### src/rtl/fifo_sync_param_if.sv
// Producer/consumer-facing signal bundle for fifo_sync_param.
// The FIFO takes the slave view; the user of the FIFO takes the master view.
interface fifo_sync_param_if #(
    parameter int DATA_WIDTH = 8,
    parameter int DEPTH      = 16
);
    localparam int CW = $clog2(DEPTH) + 1;

    logic                  flush;
    logic                  we;
    logic                  re;
    logic [DATA_WIDTH-1:0] data_in;
    logic [DATA_WIDTH-1:0] data_out;
    logic                  rd_valid;
    logic                  full;
    logic                  empty;
    logic                  almost_full;
    logic                  almost_empty;
    logic [CW-1:0]         count;
    logic                  overflow;
    logic                  underflow;

    modport master (
        output flush, we, re, data_in,
        input  data_out, rd_valid, full, empty, almost_full, almost_empty,
               count, overflow, underflow
    );

    modport slave (
        input  flush, we, re, data_in,
        output data_out, rd_valid, full, empty, almost_full, almost_empty,
               count, overflow, underflow
    );
endinterface

### src/rtl/fifo_sync_param.sv
// Parametrised single-clock FIFO with programmable thresholds, sticky error
// flags, synchronous flush and optional first-word-fall-through output.
module fifo_sync_param #(
    parameter int DATA_WIDTH = 8,
    parameter int DEPTH      = 16,
    parameter int AF_LEVEL   = DEPTH - 2,
    parameter int AE_LEVEL   = 2,
    parameter bit FWFT       = 1'b0
) (
    input  logic             clk,
    input  logic             reset,
    fifo_sync_param_if.slave bus
);
    localparam int AW = $clog2(DEPTH);
    localparam int CW = AW + 1;

    logic [DATA_WIDTH-1:0] mem [DEPTH];

    logic                  ready_reg;
    logic [AW-1:0]         wr_ptr_reg;
    logic [AW-1:0]         rd_ptr_reg;
    logic [CW-1:0]         count_reg;
    logic [CW-1:0]         count_next;
    logic [DATA_WIDTH-1:0] data_out_reg;
    logic                  rd_valid_reg;
    logic                  overflow_reg;
    logic                  underflow_reg;

    logic full;
    logic empty;
    logic flush_now;
    logic wr_acc;
    logic rd_acc;
    logic bypass;
    logic mem_we;
    logic mem_re;

    // ready_reg holds off all operations until one edge after reset release.
    always_comb begin
        full      = (count_reg == CW'(DEPTH));
        empty     = (count_reg == '0);
        flush_now = ready_reg && bus.flush;
        wr_acc    = ready_reg && !bus.flush && bus.we && !full;
        rd_acc    = ready_reg && !bus.flush && bus.re && !empty;
    end

    // In FWFT mode the output register is always the head word whenever
    // count > 0; a write lands there directly if memory would otherwise be empty.
    assign bypass = FWFT && wr_acc && (empty || ((count_reg == CW'(1)) && rd_acc));
    assign mem_we = wr_acc && !bypass;
    assign mem_re = rd_acc && (!FWFT || (count_reg > CW'(1)));

    always_comb begin
        count_next = count_reg;
        case ({wr_acc, rd_acc})
            2'b10:   count_next = count_reg + 1'b1;
            2'b01:   count_next = count_reg - 1'b1;
            default: count_next = count_reg;
        endcase
    end

    always_ff @(posedge clk) begin
        if (mem_we) begin
            mem[wr_ptr_reg] <= bus.data_in;
        end
    end

    always_ff @(posedge clk or negedge reset) begin
        if (!reset) begin
            ready_reg     <= 1'b0;
            wr_ptr_reg    <= '0;
            rd_ptr_reg    <= '0;
            count_reg     <= '0;
            data_out_reg  <= '0;
            rd_valid_reg  <= 1'b0;
            overflow_reg  <= 1'b0;
            underflow_reg <= 1'b0;
        end else begin
            ready_reg <= 1'b1;
            if (flush_now) begin
                wr_ptr_reg    <= '0;
                rd_ptr_reg    <= '0;
                count_reg     <= '0;
                data_out_reg  <= '0;
                rd_valid_reg  <= 1'b0;
                overflow_reg  <= 1'b0;
                underflow_reg <= 1'b0;
            end else begin
                if (mem_we) begin
                    wr_ptr_reg <= wr_ptr_reg + 1'b1;
                end
                if (mem_re) begin
                    rd_ptr_reg <= rd_ptr_reg + 1'b1;
                end
                count_reg <= count_next;
                if (bypass) begin
                    data_out_reg <= bus.data_in;
                end else if (mem_re) begin
                    data_out_reg <= mem[rd_ptr_reg];
                end
                rd_valid_reg <= rd_acc;
                if (ready_reg && bus.we && full) begin
                    overflow_reg <= 1'b1;
                end
                if (ready_reg && bus.re && empty) begin
                    underflow_reg <= 1'b1;
                end
            end
        end
    end

    assign bus.data_out     = data_out_reg;
    assign bus.rd_valid     = FWFT ? !empty : rd_valid_reg;
    assign bus.full         = full;
    assign bus.empty        = empty;
    assign bus.almost_full  = (count_reg >= CW'(AF_LEVEL));
    assign bus.almost_empty = (count_reg <= CW'(AE_LEVEL));
    assign bus.count        = count_reg;
    assign bus.overflow     = overflow_reg;
    assign bus.underflow    = underflow_reg;
endmodule

### src/flat_wrapper.sv
// flat-port wrapper written by rule: the top's interface ports become plain ports
module fifo_sync_param_flat 
#(
    parameter int DATA_WIDTH = 8,
    parameter int DEPTH      = 16,
    parameter int AF_LEVEL   = DEPTH - 2,
    parameter int AE_LEVEL   = 2,
    parameter bit FWFT       = 1'b0
)
  (clk, reset, bus_flush, bus_we, bus_re, bus_data_in, bus_data_out, bus_rd_valid, bus_full, bus_empty, bus_almost_full, bus_almost_empty, bus_count, bus_overflow, bus_underflow);
  fifo_sync_param_if #(.DATA_WIDTH(DATA_WIDTH), .DEPTH(DEPTH)) bus_i ();
  input  logic clk;
  input  logic reset;
  input wire logic [$bits(bus_i.flush)-1:0] bus_flush;
  input wire logic [$bits(bus_i.we)-1:0] bus_we;
  input wire logic [$bits(bus_i.re)-1:0] bus_re;
  input wire logic [$bits(bus_i.data_in)-1:0] bus_data_in;
  output wire logic [$bits(bus_i.data_out)-1:0] bus_data_out;
  output wire logic [$bits(bus_i.rd_valid)-1:0] bus_rd_valid;
  output wire logic [$bits(bus_i.full)-1:0] bus_full;
  output wire logic [$bits(bus_i.empty)-1:0] bus_empty;
  output wire logic [$bits(bus_i.almost_full)-1:0] bus_almost_full;
  output wire logic [$bits(bus_i.almost_empty)-1:0] bus_almost_empty;
  output wire logic [$bits(bus_i.count)-1:0] bus_count;
  output wire logic [$bits(bus_i.overflow)-1:0] bus_overflow;
  output wire logic [$bits(bus_i.underflow)-1:0] bus_underflow;
  assign bus_i.flush = bus_flush;
  assign bus_i.we = bus_we;
  assign bus_i.re = bus_re;
  assign bus_i.data_in = bus_data_in;
  assign bus_data_out = bus_i.data_out;
  assign bus_rd_valid = bus_i.rd_valid;
  assign bus_full = bus_i.full;
  assign bus_empty = bus_i.empty;
  assign bus_almost_full = bus_i.almost_full;
  assign bus_almost_empty = bus_i.almost_empty;
  assign bus_count = bus_i.count;
  assign bus_overflow = bus_i.overflow;
  assign bus_underflow = bus_i.underflow;
  fifo_sync_param #(.DATA_WIDTH(DATA_WIDTH), .DEPTH(DEPTH), .AF_LEVEL(AF_LEVEL), .AE_LEVEL(AE_LEVEL), .FWFT(FWFT)) u_core (.clk(clk), .reset(reset), .bus(bus_i));
endmodule
### config.mk
export PLATFORM = sky130hd
export DESIGN_NAME = fifo_sync_param_flat
export DESIGN_NICKNAME = d
export VERILOG_FILES = /design/src/rtl/fifo_sync_param_if.sv /design/src/rtl/fifo_sync_param.sv /design/src/flat_wrapper.sv
export SDC_FILE = /design/constraint.sdc
export NUM_CORES = 1
export LEC_CHECK = 0
export ABC_CLOCK_PERIOD_IN_PS = 3500
export BUFFER_PORTS_ARGS = -buffer_cell sky130_fd_sc_hd__buf_2
export CORE_AREA = 8 8 112 114
export CTS_CLUSTER_DIAMETER = 100
export DETAILED_ROUTE_END_ITERATION = 12
export DIE_AREA = 0 0 120 122
export GPL_ROUTABILITY_DRIVEN = 0
export PLACE_DENSITY = 0.87
export SLEW_MARGIN = 20
export SYNTH_ARGS = -nofsm -noshare
export SYNTH_HDL_FRONTEND = slang
export SYNTH_SLANG_ARGS = --single-unit
### constraint.sdc
create_clock -name clk -period 3.5 [get_ports clk]
set_input_delay 0.35 -clock clk [delete_from_list [all_inputs] [get_ports clk]]
set_output_delay 0.35 -clock clk [all_outputs]
set_load 0.01 [all_outputs]
==> impl_metrics.csv <==
group,metric,value,unit
floorplanning,initial_core_util,59.2,%
finish,fin_util,67.8,%
logic_synthesis,synth_fp_nets,378,
finish,largest_reg_flops,128,
logic_synthesis,seq_area_frac_synth,70.6,%
cts,clockBufferDepth,2,
worst_setup_path,worstReg2RegStart,"u_core.bus.count[1]",
route,drc_errors,0,
sta,tightest_slew,768,ps
global_routing,grt_max_degree,34,
sta,setup_viol,0,
logic_synthesis,synth_seq_cells,153,
sta,final-hold-violation-count,0,
cts,cts_root_buf,"clkbuf_8",
logic_synthesis,ys.flop_type,"edfxtp_1",
floorplanning,num_io_pins,33,
outcome,outcome,"completed",
logic_synthesis,yosys.cell_count.top_type,"edfxtp_1",
sta,timing.final.crit_period,3000,ps
floorplanning,fp-row-count,38,
worst_setup_path,crit_path_end_kind,"flop",
sta,holdWs,114,ps
job,cap_violations,0,
global_routing,grt_pass1_vias,3612,
floorplanning,die_x,120,um
placement,portBuffers,32,
cts,holdBufCountCts,1,
global_routing,grt_pass1_wl,20200,um
sta,period_share,85.8,%
worst_hold_path,hp-class,"in -> reg",
logic_synthesis,async_flop_share,16.3,%
sta,slew_viol_final,0,
cts,postCtsSetupBuffers,0,
floorplanning,core,10700,um2
logic_synthesis,netlist_area,6330,um2
global_routing,grt_usage,18.5,%
worst_setup_path,cp-start-kind,"flop",
worst_setup_path,path_class,"reg -> reg",
route,vias_per_cell,6.26,
worst_setup_path,cp.arrival,3400,ps
global_routing,overflow,0,
sta,fin_skew,6.44,ps
finish,design_area,7250,um2
logic_synthesis,yosysTopAreaCellShare,60.7,%
route,drt-pass1-iter-count,5,
finish,final_layout_size_suffix_gt1_share,28.2,%
worst_hold_path,hold_start,"bus_re",
worst_setup_path,crit_required,3900,ps
finish,syn_to_final_growth,14.5,%
logic_synthesis,yosysWarningCount,0,
cts,insertion_delay,520,ps
power,irDropWorstVdd,0.314,mV
logic_synthesis,synthTopCellsByArea,"edfxtp_1 (61%), mux4_2 (11%), dfrtp_1 (9.9%), ha_1 (1.8%), mux2i_1 (1.7%)",
power,p_leak,2.57,nW
placement,hpwlAfterDp,7970,um
logic_synthesis,netlist_instances,356,
route,drtAntennaViolNets,0,
sta,tns,0,ps
cts,cts_resized,0,
route,drtIter0Drc,312,
cts,clkSlewWorstSetupHoldPaths,60,ps
global_routing,antenna_found_initial,0,
cts,cts_tree,"done",
cts,cts_inserted_buffers,17,
logic_synthesis,yosys-top-cells-count,"edfxtp_1 (128), mux4_2 (32), dfrtp_1 (25)",
sta,slew_headroom,48.5,%
placement,placed_cell_area,6660,um2
route,wire_per_inst,23.0,um
route,vias,3457,
worst_setup_path,crit_start,"u_core.bus.count[1]",
logic_synthesis,yosysTopAreaCell,"edfxtp_1",
floorplanning,die_area,14600,um2
logic_synthesis,avgSynthCellArea,17.8,um2
finish,n_antenna_cell,0,
sta,rsz0062_at_grt,"no",
cts,cts.sinks,153,
worst_setup_path,cp_max_fo,12,
floorplanning,die_y,122,um
sta,timing.fmax,0.333,GHz
finish,nets,421,
cts,htree_levels,4,
route,wirelength,12700,um
logic_synthesis,synth_edf_count,128,
power,power_density,662,nW/um2
logic_synthesis,ys_types,45,
==> cell usage in the layout (no fill, tap or decap), types with 3 or more instances in the layout <==
cell type and instances:
clkbuf_16 16, clkinv_1 3, inv_6 3, nand2b_1 3, edfxtp_1 128, bufinv_16 3, mux4_2 32, a21oi_1 3
xnor2_1 3, a211o_1 3, nand2_1 7, and2_1 6, inv_1 12, dfrtp_1 24, nor3_1 10, mux2i_1 11
nand3_1 3, a211oi_1 11, buf_2 32, xor2_1 6, a31oi_1 3, nor2_1 15, ha_1 9, a31o_1 8
buf_4 14, o22ai_1 9
==> area by class of cell <==
| class | instances | area, um2 |
|---|---|---|
| sequential | 153 | 4470 |
| fill | 672 | 3450 |
| multi-input combinational | 168 | 1700 |
| clock buffer | 17 | 414 |
| timing repair buffer | 47 | 275 |
| tap | 140 | 175 |
| clock inverter | 15 | 173 |
| inverter | 12 | 45.0 |
==> stage by stage <==
stage / setup slack [ps] / power [W] / instances
global route: 320 / 0.00497 / 552
global placement: 754 / 0.00298 / 519
floorplan: 621 / 0.00277 / 356
detailed placement: 606 / 0.00301 / 519
finish: 498 / 0.00480 / 552
CTS: 548 / 0.00482 / 552
==> cell families after synthesis <==
logic type	share of synthesized area, %
other cells	0.0592
compound gates	5.79
xor+xnor	1.24
fa+ha+maj	1.78
flops	70.6
buf+inv	2.77
mux	13.1
simple gates	4.68
==> routing by layer <==
metal	up-vias	track usage [%]	part of all wire, %
li1	1510	-	-
met1	1764	23.7	41
met2	159	29.9	51
met3	24	4.77	6.9
met4	0	7.03	1.9
met5	-	0	0
==> worst paths after layout <==
| path | to | slack (ps) | depth (start not counted) |
|---|---|---|---|
| max | u_core.bus.count[4] | 500 | 10 |
| min | u_core.bus.underflow | 110 | 3 |
| max reg2reg | u_core.bus.count[4] | 500 | 10 |
| min reg2reg | u_core.bus.data_out[7] | 500 | 1 |
| max in group asynchronous | u_core.rd_ptr_reg[1] | 2720 | 2 |
| min in group asynchronous | u_core.ready_reg | 360 | 2 |
==> critical path: stages, from the launching register on <==
cell and delay (ps):
dfrtp_1 510, or4_4 620, o21ai_2 170, inv_1 90, ha_1 340, xor2_1 200, ha_1 250, a211o_1 310
a21oi_1 200, a211o_1 130, nand3_1 70
==> report_power, final <==
group | switching (W) | internal [W]
combinational | 0.000437 | 0.000350
clock | 0.000717 | 0.00109
sequential | 0.000144 | 0.00207
No activity file was read; power rests on OpenSTA's default activity.
